### src/rtl/div_pkg.sv
// Shared definitions for the shift-subtract divider.
//   DIV_N_DEFAULT  default operand width
//   div_state_t    controller state encoding
//   div_cnt_width  width of the iteration counter for a given operand width
package div_pkg;

    localparam int unsigned DIV_N_DEFAULT = 4;

    typedef enum logic [1:0] {
        IDLE = 2'd0,
        BUSY = 2'd1,
        DONE = 2'd2
    } div_state_t;

    // Counter must be able to hold 0 .. N.
    function automatic int unsigned div_cnt_width(input int unsigned n);
        return $clog2(n + 1);
    endfunction

endpackage

### src/rtl/div_ctrl.sv
// Sequencer for the shift-subtract divider: owns the state register and the
// iteration counter and decodes the datapath strobes.
//   i_clk        clock, rising edge
//   i_reset      synchronous reset, active low
//   i_start      load operands / restart
//   i_d_zero     stored divisor is zero
//   o_load       capture operands this edge
//   o_iter       perform one shift-subtract iteration this edge
//   o_dbz_fix    write the divide-by-zero result this edge
//   o_set_ready  result becomes valid after this edge
module div_ctrl
    import div_pkg::*;
#(
    parameter int unsigned N = DIV_N_DEFAULT
) (
    input  logic i_clk,
    input  logic i_reset,
    input  logic i_start,
    input  logic i_d_zero,
    output logic o_load,
    output logic o_iter,
    output logic o_dbz_fix,
    output logic o_set_ready
);

    localparam int unsigned CW = div_cnt_width(N);
    localparam logic [CW-1:0] LAST = CW'(N - 1);

    div_state_t    r_state;
    logic [CW-1:0] r_cnt;
    logic          w_busy_run;

    // Strobes are gated by reset and start so that reset beats start and
    // start beats any iteration in progress.
    always_comb begin
        w_busy_run  = i_reset && !i_start && (r_state == BUSY);
        o_load      = i_reset && i_start;
        o_iter      = w_busy_run && !i_d_zero;
        o_dbz_fix   = w_busy_run && i_d_zero;
        o_set_ready = o_dbz_fix || (o_iter && (r_cnt == LAST));
    end

    always_ff @(posedge i_clk) begin
        if (!i_reset) begin
            r_state <= IDLE;
            r_cnt   <= '0;
        end else if (i_start) begin
            r_state <= BUSY;
            r_cnt   <= '0;
        end else if (o_dbz_fix) begin
            r_state <= DONE;
        end else if (o_iter) begin
            r_cnt <= r_cnt + 1'b1;
            if (r_cnt == LAST) begin
                r_state <= DONE;
            end
        end
    end

endmodule

### src/rtl/shift_sub_divider.sv
// Sequential unsigned restoring divider, one quotient bit per clock.
//   clk          clock, rising edge
//   reset        synchronous reset, active low
//   start        capture a/b and (re)start
//   a, b         dividend, divisor (N bits, unsigned)
//   q, r         quotient, remainder (valid while ready)
//   ready        result valid (registered)
//   div_by_zero  last started operation had b == 0 (valid while ready)
module shift_sub_divider
    import div_pkg::*;
#(
    parameter int unsigned N = DIV_N_DEFAULT
) (
    input  logic         clk,
    input  logic         reset,
    input  logic         start,
    input  logic [N-1:0] a,
    input  logic [N-1:0] b,
    output logic [N-1:0] q,
    output logic [N-1:0] r,
    output logic         ready,
    output logic         div_by_zero
);

    logic [N-1:0] r_div;
    logic [N-1:0] r_quo;
    // The partial remainder is N+1 bits wide in the algorithm, but its top
    // bit is always 0 between iterations (remainder < divisor), so only the
    // low N bits are stored and the full width is rebuilt for the subtract.
    logic [N-1:0] r_rem;
    logic         r_ready;
    logic         r_dbz;

    logic         w_load;
    logic         w_iter;
    logic         w_dbz_fix;
    logic         w_set_ready;
    logic         w_d_zero;
    logic [N:0]   w_shift;
    logic [N:0]   w_trial;

    assign w_d_zero = (r_div == '0);
    assign w_shift  = {r_rem, r_quo[N-1]};
    assign w_trial  = w_shift - {1'b0, r_div};

    div_ctrl #(
        .N (N)
    ) u_ctrl (
        .i_clk       (clk),
        .i_reset     (reset),
        .i_start     (start),
        .i_d_zero    (w_d_zero),
        .o_load      (w_load),
        .o_iter      (w_iter),
        .o_dbz_fix   (w_dbz_fix),
        .o_set_ready (w_set_ready)
    );

    always_ff @(posedge clk) begin
        if (!reset) begin
            r_div   <= '0;
            r_quo   <= '0;
            r_rem   <= '0;
            r_ready <= 1'b0;
            r_dbz   <= 1'b0;
        end else begin
            if (w_load) begin
                r_div   <= b;
                r_quo   <= a;
                r_rem   <= '0;
                r_ready <= 1'b0;
                r_dbz   <= (b == '0);
            end else if (w_iter) begin
                // Trial MSB clear means the shifted remainder covered the divisor.
                if (!w_trial[N]) begin
                    r_rem <= w_trial[N-1:0];
                    r_quo <= {r_quo[N-2:0], 1'b1};
                end else begin
                    r_rem <= w_shift[N-1:0];
                    r_quo <= {r_quo[N-2:0], 1'b0};
                end
            end else if (w_dbz_fix) begin
                r_quo <= '1;
                r_rem <= r_quo;
            end
            if (w_set_ready) begin
                r_ready <= 1'b1;
            end
        end
    end

    assign q           = r_quo;
    assign r           = r_rem;
    assign ready       = r_ready;
    assign div_by_zero = r_dbz;

endmodule
### config.mk
export PLATFORM = sky130hd
export DESIGN_NAME = shift_sub_divider
export DESIGN_NICKNAME = d
export VERILOG_FILES = /design/src/rtl/div_pkg.sv /design/src/rtl/div_ctrl.sv /design/src/rtl/shift_sub_divider.sv
export SDC_FILE = /design/constraint.sdc
export NUM_CORES = 1
export LEC_CHECK = 0
export CORE_ASPECT_RATIO = 0.9
export CORE_MARGIN = 10
export CORE_UTILIZATION = 45
export CTS_CLUSTER_DIAMETER = 150
export DETAILED_ROUTE_END_ITERATION = 8
export PLACE_DENSITY = 0.84
export SYNTH_ARGS = -nofsm -noshare
export SYNTH_HDL_FRONTEND = slang
export SYNTH_SLANG_ARGS = --single-unit
### constraint.sdc
create_clock -name clk -period 2.1 [get_ports clk]
set_clock_uncertainty 0.1 [all_clocks]
set_input_delay 0.315 -clock clk [delete_from_list [all_inputs] [get_ports clk]]
set_output_delay 0.315 -clock clk [all_outputs]
set_load 0.01 [all_outputs]
# == Word-level counts from Yosys, hierarchy flattened ==
# Cells that the tools add are included.
# totals
register_bits,19
latchBits,0
mem_bits_rw,0
romBits,0
inputBits,11
out_inout_bits,10
memories,0
# classes
addsub,2
mul,0
n_div,0
order_cmp,0
eq_ne,2
n_shift,0
mux,13
bitwise_logic,2
n_reduce_logical,22
# op_table
operator,count
two-way mux 4 bit,6
nonzero test 3 bit,3
logical NOT 4 bit,2
logical AND 1 bit,6
two-way mux 2 bit,3
AND reduction 2 bit,3
nonzero test 2 bit,3
subtractor 5 x 4 -> 5 bit,1
two-way mux 1 bit,4
OR reduction 2 bit,2
"adder 3 x 1 -> 3 bit, second input constant",1
"equality test 3 x 2 -> 1 bit, second input constant",1
"equality test 2 x 1 -> 1 bit, second input constant",1
logical NOT 1 bit,2
inverter 1 bit,2
logical OR 1 bit,1

# == Longest topological paths before layout ==
# depth
depth_word,7
depth_mapped,9

# == Modules after synthesis ==
# From an unflattened synthesis, not the netlist that was laid out.
# unflattened
hier_cells,133
area_unflattened_um2,1176.1
# modules_own_cells
mod,instances,cells_each,area_per_inst_um2,seq_area_each_um2
shift_sub_divider,1,103,883.3,280.3
div_ctrl,1,30,292.8,100.1

# == Least setup slack after synthesis ==
# Ideal clock, no wire load.
# synth_path
path_kind,register to register
startpoint,register r_quo[3] (netlist: q[3])
endpoint,register r_rem[3] (netlist: r[3])
setup_ps,116
arrival_ps,2101
required_time_ps,1884
setup_slack_ps,-217
path_stages_with_launch,10
n_path_buf,1
synth_period_minus_slack_ps,2317
cell_sequence,dfxtp_1 -> inv_1 -> ha_1 -> inv_1 -> fa_1 -> and3_2 -> or3_1 -> buf_2 -> a211o_1 -> and3_1
# synth_via
elab_chain_len,3
# synth_rtl
element,line,text
start: declaration,shift_sub_divider.sv:26,logic [N-1:0] r_quo;
start signal: assignment,shift_sub_divider.sv:77,"r_quo <= {r_quo[N-2:0], 1'b1};"
start signal: assignment,shift_sub_divider.sv:80,"r_quo <= {r_quo[N-2:0], 1'b0};"
subtractor 5 x 4 -> 5 bit,shift_sub_divider.sv:44,"assign w_trial = w_shift - {1'b0, r_div};"
two-way mux 4 bit,shift_sub_divider.sv:75,if (!w_trial[N]) begin
two-way mux 4 bit *,shift_sub_divider.sv:73,end else if (w_iter) begin
end signal: assignment,shift_sub_divider.sv:76,r_rem <= w_trial[N-1:0];
end signal: assignment,shift_sub_divider.sv:79,r_rem <= w_shift[N-1:0];
end signal: assignment,shift_sub_divider.sv:84,r_rem <= r_quo;
end: declaration,shift_sub_divider.sv:30,logic [N-1:0] r_rem;
# Mark *: on every way between the ends. The rest lies on a longest branch, timed or not. The select of a mux whose other input is x is not followed.
# A chain may end at the register's enable or synchronous reset.

# == Worst setup path after layout ==
# Ends and elaborated chain as after synthesis.

==> results.toml <==
[run_status]
status = "complete, no violations"

[layout]
nets = 186
final_util_pct = 66.29
instances_no_fill = 194
drive_gt1_share_pct = 19.16
num-fill-cells = 178
final_common_cell = "clkdlybuf4s50_1"
syn_to_final_growth_pct = 36.08
antennaDiodeCount = 0
final_cell_mix = "20 x clkdlybuf4s50_1, 18 x dfxtp_1, 16 x buf_4, 14 x a21oi_1, 11 x o21ai_0"
final_area_mm2 = 0.001486

[floorplan]
die_height_um = 66.74
coreArea_mm2 = 0.002242
ios = 21
die-width_um = 71.93
std_cell_rows = 16
die_area_mm2 = 0.004801
start_util_pct = 48.72

[global_route]
grt_pass1_wl_um = 4988
grt_use_total_pct = 12.82
grt_busiest_layer = "met2"
use_met3_pct = 5.333
grt_pass1_vias = 1091
grt_use_met2_pct = 23.13
antenna_found_initial = 0
grt_max_degree = 12
gr-usage-met1_pct = 13.62
grt_overflow_total = 0

[pwr]
p_per_area_mw_per_mm2 = 572.9
p_total_uw = 851.6
p_leak_nw = 0.5978
ir_drop_mv = 0.4140

[clock_network]
cts-htree-levels = 1
cts.sinks = 19
cts_made_buffers = 3
hold_buffers = 0
cts.path.max_buffers = 2
cts_tree = "built"
clkLatencyLatePin_ns = 0.31
clkSlewWorstSetupHoldPaths_ns = 0.11
cts_root_buf = "clkbuf_4"

[worst_hold_path]
min_path_type = "register to register"

[placement]
gp_congestion = 0.9552
place_area_mm2 = 0.001435
dp_hpwl_um = 2379
portBuffers = 20
dp_cells = 188

[setup_path]
critPathMaxStageDelay_ns = 0.37
crit_chain = "inv_4 > ha_4 > inv_2 > fa_2 > and3_4 > or3_4 > a211o_1 > and3_1"
crit_required_ns = 2.21
crit_type = "register to register"
worstPathArrival_ns = 2.16
slowest_stage = "dfxtp_4"
start_kind = "register"
cp-end-kind = "register"
critPathMaxFanout = 4

[routing]
vias = 1134
drt_iter0_drc = 39
ant_nets = 0
via_per_inst = 5.845
avgRoutedWirePerCell_um = 15.68
drc = 0
routed_wl_um = 3042
dr.pass1.iters = 4

[sta]
worst_pin_slew_ns = 0.3861
period_share_pct = 97.94
post-route-min-period_ns = 2.057
slew-limit-headroom_pct = 74.23
fmax_mhz = 486.2
drv_slew = 0
hold_viol_final = 0
setup_viol = 0
rsz0062_at_grt = "yes"
final.setup.tns_ns = 0

[synth]
mappedNetlistArea_mm2 = 0.001092
synth_seq_cells = 19
yosys_warnings = 0
synthDistinctLibCells = 35
syn_inst = 132
syn_area_per_cell_um2 = 8.275
yosysSeqAreaShare_pct = 34.82
synthesis.nets = 150

[flow_run]
cap_violations = 0
[timing repair]
item                                    CTS  global route
resized for setup                         0             2
buffers inserted                          0             2
endpoints found under the setup margin    0             4
[sequential cells by signal (all words and copies together) (netlist names)]
register	cells
div_by_zero	1
q	4
r	4
r_div	4
ready	1
u_ctrl.r_cnt	3
u_ctrl.r_state	2
[kinds of logic after synthesis]
family,after synthesis,share of synthesized area (%)
compound gates,44,24.86
xor+xnor,1,0.8020
fa+ha+maj,7,8.706
buf+inv,13,4.697
flops,19,34.82
mux,4,3.666
simple gates,44,22.45
[through the flow]
| step | setup slack, ns | hold slack (ns) |
|---|---|---|
| 3_5_place_dp | 0.02403 | 0.3568 |
| 4_1_cts | 0.005019 | 0.3725 |
| 6_report | 0.04331 | 0.3670 |
| 3_3_place_gp | 0.07391 | 0.3504 |
| 2_1_floorplan | -0.01615 | 0.3377 |
| 5_1_grt | -0.01968 | 0.3836 |
[Yosys cell counts]
cell type / count / area [um2]
nor2b_1: 8 / 50.05
o2111ai_1: 1 / 8.760
a21bo_2: 2 / 20.02
clkbuf_1: 2 / 7.510
nand3_1: 5 / 25.02
o21ai_0: 11 / 55.05
nor2_1: 8 / 30.03
dfxtp_1: 19 / 380.4
o21bai_1: 1 / 7.510
a21o_1: 2 / 15.01
a31oi_1: 2 / 12.51
xnor2_1: 1 / 8.760
o211ai_1: 3 / 22.52
a21boi_0: 1 / 7.510
nor4_2: 1 / 12.51
nand2b_1: 3 / 18.77
ha_1: 6 / 75.07
or3_1: 3 / 18.77
mux2i_1: 4 / 40.04
o21ai_1: 1 / 5.000
or4_1: 2 / 15.01
and3_2: 1 / 7.510
nor3_1: 3 / 15.01
buf_2: 2 / 10.01
a211o_1: 2 / 17.52
nand2_1: 6 / 22.52
a21oi_1: 14 / 70.07
fa_1: 1 / 20.02
nand3b_1: 1 / 7.510
buf_1: 1 / 3.750
a211oi_1: 3 / 22.52
nor3_2: 1 / 10.01
a22oi_1: 1 / 7.510
inv_1: 8 / 30.03
and3_1: 2 / 12.51
[layout make-up]
class / instances / area [um2] / share of cell area, %
clock inverters: 1 / 5.005 / 0.3367
clock buffers: 3 / 22.52 / 1.515
inverters: 8 / 32.53 / 2.189
flip-flops and latches: 19 / 384.1 / 25.84
repair buffers: 36 / 320.3 / 21.55
multi-input cells: 100 / 688.2 / 46.30
well taps: 27 / 33.78 / 2.273
[final timing paths]
| path | slack (ns) | cells after the start | start | to |
|---|---|---|---|---|
| setup / recovery | 0.04 | 8 | q[3] | r[3] |
| setup reg to reg | 0.04 | 8 | q[3] | r[3] |
| hold reg to reg | 0.37 | 2 | u_ctrl.r_cnt[1] | u_ctrl.r_cnt[1] |
| hold / removal | 0.37 | 2 | u_ctrl.r_cnt[1] | u_ctrl.r_cnt[1] |
[where the power goes]
part / internal (mW) / switching [mW] / leakage (nW)
Sequential: 0.378 / 0.0215 / 0.156
Clock: 0.0712 / 0.119 / 0.0177
Combinational: 0.136 / 0.125 / 0.424
Total: 0.586 / 0.266 / 0.598
[worst max-delay path, delay by kind of cell (launching register included)]
family,cells,cell delay (ns)
simple gates,3,0.65
fa+ha+maj,2,0.48
flops,1,0.37
compound gates,1,0.26
buf+inv,2,0.09
[layer usage]
layer,up-vias,share of wire [%]
met1,547,41
met2,35,50
met3,7,8.1
met4,0,1.1
met5,-,0
li1,545,-
Power figures use the tool's default switching activity.
==> patch 1, RTL diff (config.mk and constraints unchanged) <==
The package constant `DIV_N_DEFAULT` goes from 4 to 5.
--- a/src/rtl/div_pkg.sv
+++ b/src/rtl/div_pkg.sv
@@ -4,7 +4,7 @@
 //   div_cnt_width  width of the iteration counter for a given operand width
 package div_pkg;
 
-    localparam int unsigned DIV_N_DEFAULT = 4;
+    localparam int unsigned DIV_N_DEFAULT = 5;
 
     typedef enum logic [1:0] {
         IDLE = 2'd0,
Interface: changed (resized a, b, q and r); port bits go from 21 to 25. The function was not compared with the original's and may differ.
==> patch 1 against the original RTL <==
- power rose by 28%
- via count rose by 8.7%
- non-clock buffer count rose by 2
- synthesized cell count rose by 12%
- design area rose by 18%
- clock power rose by 69%
- global-route usage fell by 0.32 points
- sequential cell count rose by 3
- worst setup slack improved by 0.057 ns
- count of clock-buffer cells in the layout did not move
- synthesized area rose by 17%
- wire length rose by 14%
- critical endpoint is now r[4]$_SDFFE_PP0P_
- largest power group unchanged
==> patch 1: results (changes against the original RTL) <==
.. list-table::
   :header-rows: 1

   * - Metric
     - Value
   * - Status
     - finished clean
   * - Amount of wire on met3 after detailed routing
     - 240 um (-2.8%)
   * - All-Layer GR Usage
     - 0.125 (-0.00316)
   * - Worst ir drop on vdd
     - 0.000483 V (+17%)
   * - Routed met1 length
     - 1.57 mm (+27%)
   * - Worst min-delay path endpoint
     - u_ctrl.r_state[1]$_SDFFE_PN0P_
   * - Non-filler instance count after layout
     - 226 (+16%)
   * - Total routed wirelength
     - 3.46 mm (+14%)
   * - Filler Cells Inserted
     - 233 (+31%)
   * - Count of input and output buffers
     - 24 (+20%)
   * - Number of global-route vias before repair
     - 1,273 (+17%)
   * - Number of DRC markers in iteration 0
     - 120 (+210%)
   * - Critical path fanouts, max
     - 3 (-1)
   * - Number of different library cells in the post-synthesis netlist
     - 40 (+14%)
   * - Logic depth of the worst register-to-register path
     - 9 (+1)
   * - Routability-driven placement congestion ratio
     - 0.791 (-17%)
   * - Arrival time at the worst endpoint
     - 2.09 ns (-0.07 ns)
   * - Post-route worst hold slack
     - 0.366 ns (-0.000804 ns)
   * - Compound-gate portion of the synthesized area
     - 0.183 (-0.0652)
   * - Cell at the slowest stage of the critical path
     - sky130_fd_sc_hd__fa_1
   * - Worst path max stage delay
     - 0.39 ns (+0.02 ns)
   * - HPWL Detailed
     - 2.62 mm (+10%)
   * - Per-instance average area after synthesis
     - 8.62 um^2 (+4.2%)
   * - Most frequent cells after synthesis
     - sky130_fd_sc_hd__dfxtp_1 (22), sky130_fd_sc_hd__nor3_1 (14), sky130_fd_sc_hd__inv_1 (10), sky130_fd_sc_hd__o21ai_0 (10), sky130_fd_sc_hd__nor2b_1 (9)
   * - Ratio of routed vias to standard cells
     - 5.46 (-6.7%)
   * - Post-placement cell count
     - 220 (+17%)
   * - Clock transition at path regs
     - 0.13 ns (+0.02 ns)
   * - Wire length of the first global-routing pass
     - 5.89 mm (+18%)
   * - Pin count of the biggest net entering global routing
     - 15 (+3)
   * - Register area share after synthesis
     - 0.345 (-0.00313)
patch 1: changes by cell type in the layout (fill, tap and decap cells not counted), moves of 4 or more:
cell,before,now
sky130_fd_sc_hd__a21oi_1,14,7
sky130_fd_sc_hd__clkdlybuf4s50_1,20,24
sky130_fd_sc_hd__dfxtp_2,0,4
sky130_fd_sc_hd__ha_2,0,4
sky130_fd_sc_hd__mux2i_1,4,8
sky130_fd_sc_hd__nor3_1,3,14
patch 1: worst max path at each step:
stage | cells past startpoint | slack (ns) | from | end
after floorplan | 7 | 0.04 | r[3]$_SDFFE_PP0P_ | r[0]$_SDFFE_PP0P_
after global placement | 7 | 0.11 | r_div[3]$_SDFFE_PN0P_ | r[0]$_SDFFE_PP0P_
after detailed placement | 7 | -0.02 | r_div[2]$_SDFFE_PN0P_ | r[1]$_SDFFE_PP0P_
after CTS | 7 | 0.02 | r_div[3]$_SDFFE_PN0P_ | r[1]$_SDFFE_PP0P_
after global routing | 9 | -0.006 | q[4]$_SDFFE_PN0P_ | r[4]$_SDFFE_PP0P_
final | 9 | 0.10 | q[4]$_SDFFE_PN0P_ | r[4]$_SDFFE_PP0P_
patch 1: area by class of cell:
class / count / area share
well taps: 40 / 0.0285
clock inverters: 1 / 0.0171
flip-flops and latches: 22 / 0.254
repair buffers: 38 / 0.197
inverters: 10 / 0.0214
multi-input cells: 112 / 0.469
clock buffers: 3 / 0.0128
patch 1: what timing repair did:
action                                  4_1_cts  5_1_grt
pin swaps                                     1        1
resized for setup                             0       14
buffers inserted                              2        0
endpoints found under the setup margin        1        6
patch 1: power by group:
part,internal [mW],total (mW),switching [mW]
clock,0.193,0.322,0.130
sequential,0.440,0.461,0.0215
combinational,0.160,0.310,0.150
==> patch 2, RTL diff (same flow settings) <==
Without the edit above. Re-encode `div_state_t` (3 states) as one-hot, 3 bits wide.
--- a/src/rtl/div_pkg.sv
+++ b/src/rtl/div_pkg.sv
@@ -6,10 +6,10 @@
 
     localparam int unsigned DIV_N_DEFAULT = 4;
 
-    typedef enum logic [1:0] {
-        IDLE = 2'd0,
-        BUSY = 2'd1,
-        DONE = 2'd2
+    typedef enum logic [2:0] {
+        IDLE = 3'b001,
+        BUSY = 3'b010,
+        DONE = 3'b100
     } div_state_t;
 
     // Counter must be able to hold 0 .. N.
Formal check against the unedited RTL: same outputs for any inputs over 10 cycles, from zero or initial values and one cycle with reset low; not proved beyond that.
==> patch 2 against the original RTL <==
- sequential share of layout area up 1.1 points
- worst setup slack better by 0.061 ns
- sequential cell count up 1
- cell count down 4.1%
- power down 7.1%
- synthesized area up 3.4%
- design area unchanged
- wire length down 4.1%
==> patch 2: results (changes against the original RTL) <==
.. list-table::
   :header-rows: 1

   * - Metric
     - Value
   * - Post-placement cell count
     - 182 (-3.2%)
   * - Number of DRC markers in iteration 0
     - 36 (-7.7%)
   * - Critical path fanouts, max
     - 5 (+1)
   * - Post-place setup slack
     - 0.00805 ns (-0.0160 ns)
   * - Static power due to leakage
     - 0.584 nW (-2.3%)
   * - Worst ir drop on vdd
     - 0.000523 V (+26%)
   * - Cells after synthesis
     - 129 (-2.3%)
   * - Status
     - finished clean
   * - Total routed wirelength
     - 2.92 mm (-4.1%)
   * - Number of different library cells in the post-synthesis netlist
     - 40 (+14%)
   * - Syn nets
     - 147 (-2.0%)
   * - Wire length of the first global-routing pass
     - 4.86 mm (-2.6%)
   * - Ratio of routed vias to standard cells
     - 5.68 (-2.8%)
   * - Ys Warns
     - 0 (unchanged)
   * - Arrival time at the worst endpoint
     - 2.10 ns (-0.06 ns)
   * - Non-filler instance count after layout
     - 186 (-4.1%)
   * - Routability-driven placement congestion ratio
     - 0.924 (-3.3%)
   * - Pin count of the biggest net entering global routing
     - 15 (+3)
   * - Filler Cells Inserted
     - 238 (+34%)
   * - All-Layer GR Usage
     - 0.123 (-0.00508)
   * - Ratio of cells with drive above 1 in the final layout
     - 0.158 (-0.0334)
   * - Register area share after synthesis
     - 0.354 (+0.00615)
   * - Number of global-route vias before repair
     - 1,071 (-1.8%)
   * - HPWL Detailed
     - 2.31 mm (-3.0%)
   * - Ranking of synthesized cells by area
     - sky130_fd_sc_hd__dfxtp_1 (35%), sky130_fd_sc_hd__ha_1 (6.6%), sky130_fd_sc_hd__a21oi_1 (4.9%), sky130_fd_sc_hd__mux2i_1 (4.4%), sky130_fd_sc_hd__o21ai_0 (4.0%)
   * - Actual slew at the worst max-slew pin
     - 0.501 ns (+0.115 ns)
-- patch 2: final cells by class --
cell class	instances	area, um^2	share of cell area
inverters	11	41.3	0.0278
flip-flops and latches	20	400	0.269
well taps	28	35.0	0.0236
repair buffers	32	290	0.195
clock buffers	3	22.5	0.0152
multi-input cells	92	697	0.469
-- patch 2: repair_timing --
| action | 4_1_cts | 5_1_grt |
|---|---|---|
| gates resized for setup | 2 | 5 |
| endpoints found under the setup margin | 1 | 2 |
| hold endpoints to repair | 0 | 0 |
| setup buffers | 0 | 1 |
| cloned | 0 | 0 |
| pin swaps | 0 | 0 |
-- patch 2: kinds of logic (layout without fill, tap and decap cells) --
group                      Yosys count  after routing  share of synthesized area
and+or+nand+nor                     41             41                      0.219
muxes                                5              5                     0.0443
xor gates and xnor gates             2              2                     0.0155
adders and majority gates            7              7                     0.0842
DFF                                 20             20                      0.354
AOI/OAI and AO/OA                   37             37                      0.224
buffers and inverters               17             46                     0.0587
-- patch 2: critical path, stage by stage, from the launching register on --
cell and delay, ns:
sky130_fd_sc_hd__dfxtp_1 0.32, sky130_fd_sc_hd__inv_1 0.07, sky130_fd_sc_hd__ha_1 0.16, sky130_fd_sc_hd__inv_1 0.06
sky130_fd_sc_hd__fa_2 0.38, sky130_fd_sc_hd__nand3_4 0.10, sky130_fd_sc_hd__a21oi_1 0.09, sky130_fd_sc_hd__or3_1 0.37
sky130_fd_sc_hd__a31o_2 0.24
-- patch 2: worst paths after layout --
check,startpoint,endpoint,slack [ns],cells after the start
worst max-delay path,q[3]$_SDFFE_PN0P_,r[2]$_SDFFE_PP0P_,0.10,8
worst min-delay path,ready$_SDFFE_PN0P_,ready$_SDFFE_PN0P_,0.36,2
worst max register to register,q[3]$_SDFFE_PN0P_,r[2]$_SDFFE_PP0P_,0.10,8
worst min register to register,ready$_SDFFE_PN0P_,ready$_SDFFE_PN0P_,0.36,2
-- patch 2: report_power, final --
part | switching [mW] | leakage [nW] | internal (mW)
Sequential | 0.0145 | 0.164 | 0.395
Clock | 0.114 | 0.0138 | 0.0669
Combinational | 0.0995 | 0.407 | 0.102
-- patch 2: metrics by stage --
step           instance area, um^2  utilization  total power, mW
5_1_grt                       1490        0.613            0.836
6_report                      1490        0.613            0.791
3_5_place_dp                  1420        0.587            0.600
2_1_floorplan                 1130            -            0.525
4_1_cts                       1450        0.600            0.780
3_3_place_gp                  1420        0.587            0.593
-- patch 2: routing by layer --
metal | global-route usage | up-vias | share of wire
met3 | 0.0454 | 6 | 0.089
met4 | 0.0427 | 0 | 0.016
met2 | 0.206 | 40 | 0.47
li1 | - | 524 | -
met5 | 0 | - | 0
met1 | 0.142 | 487 | 0.43
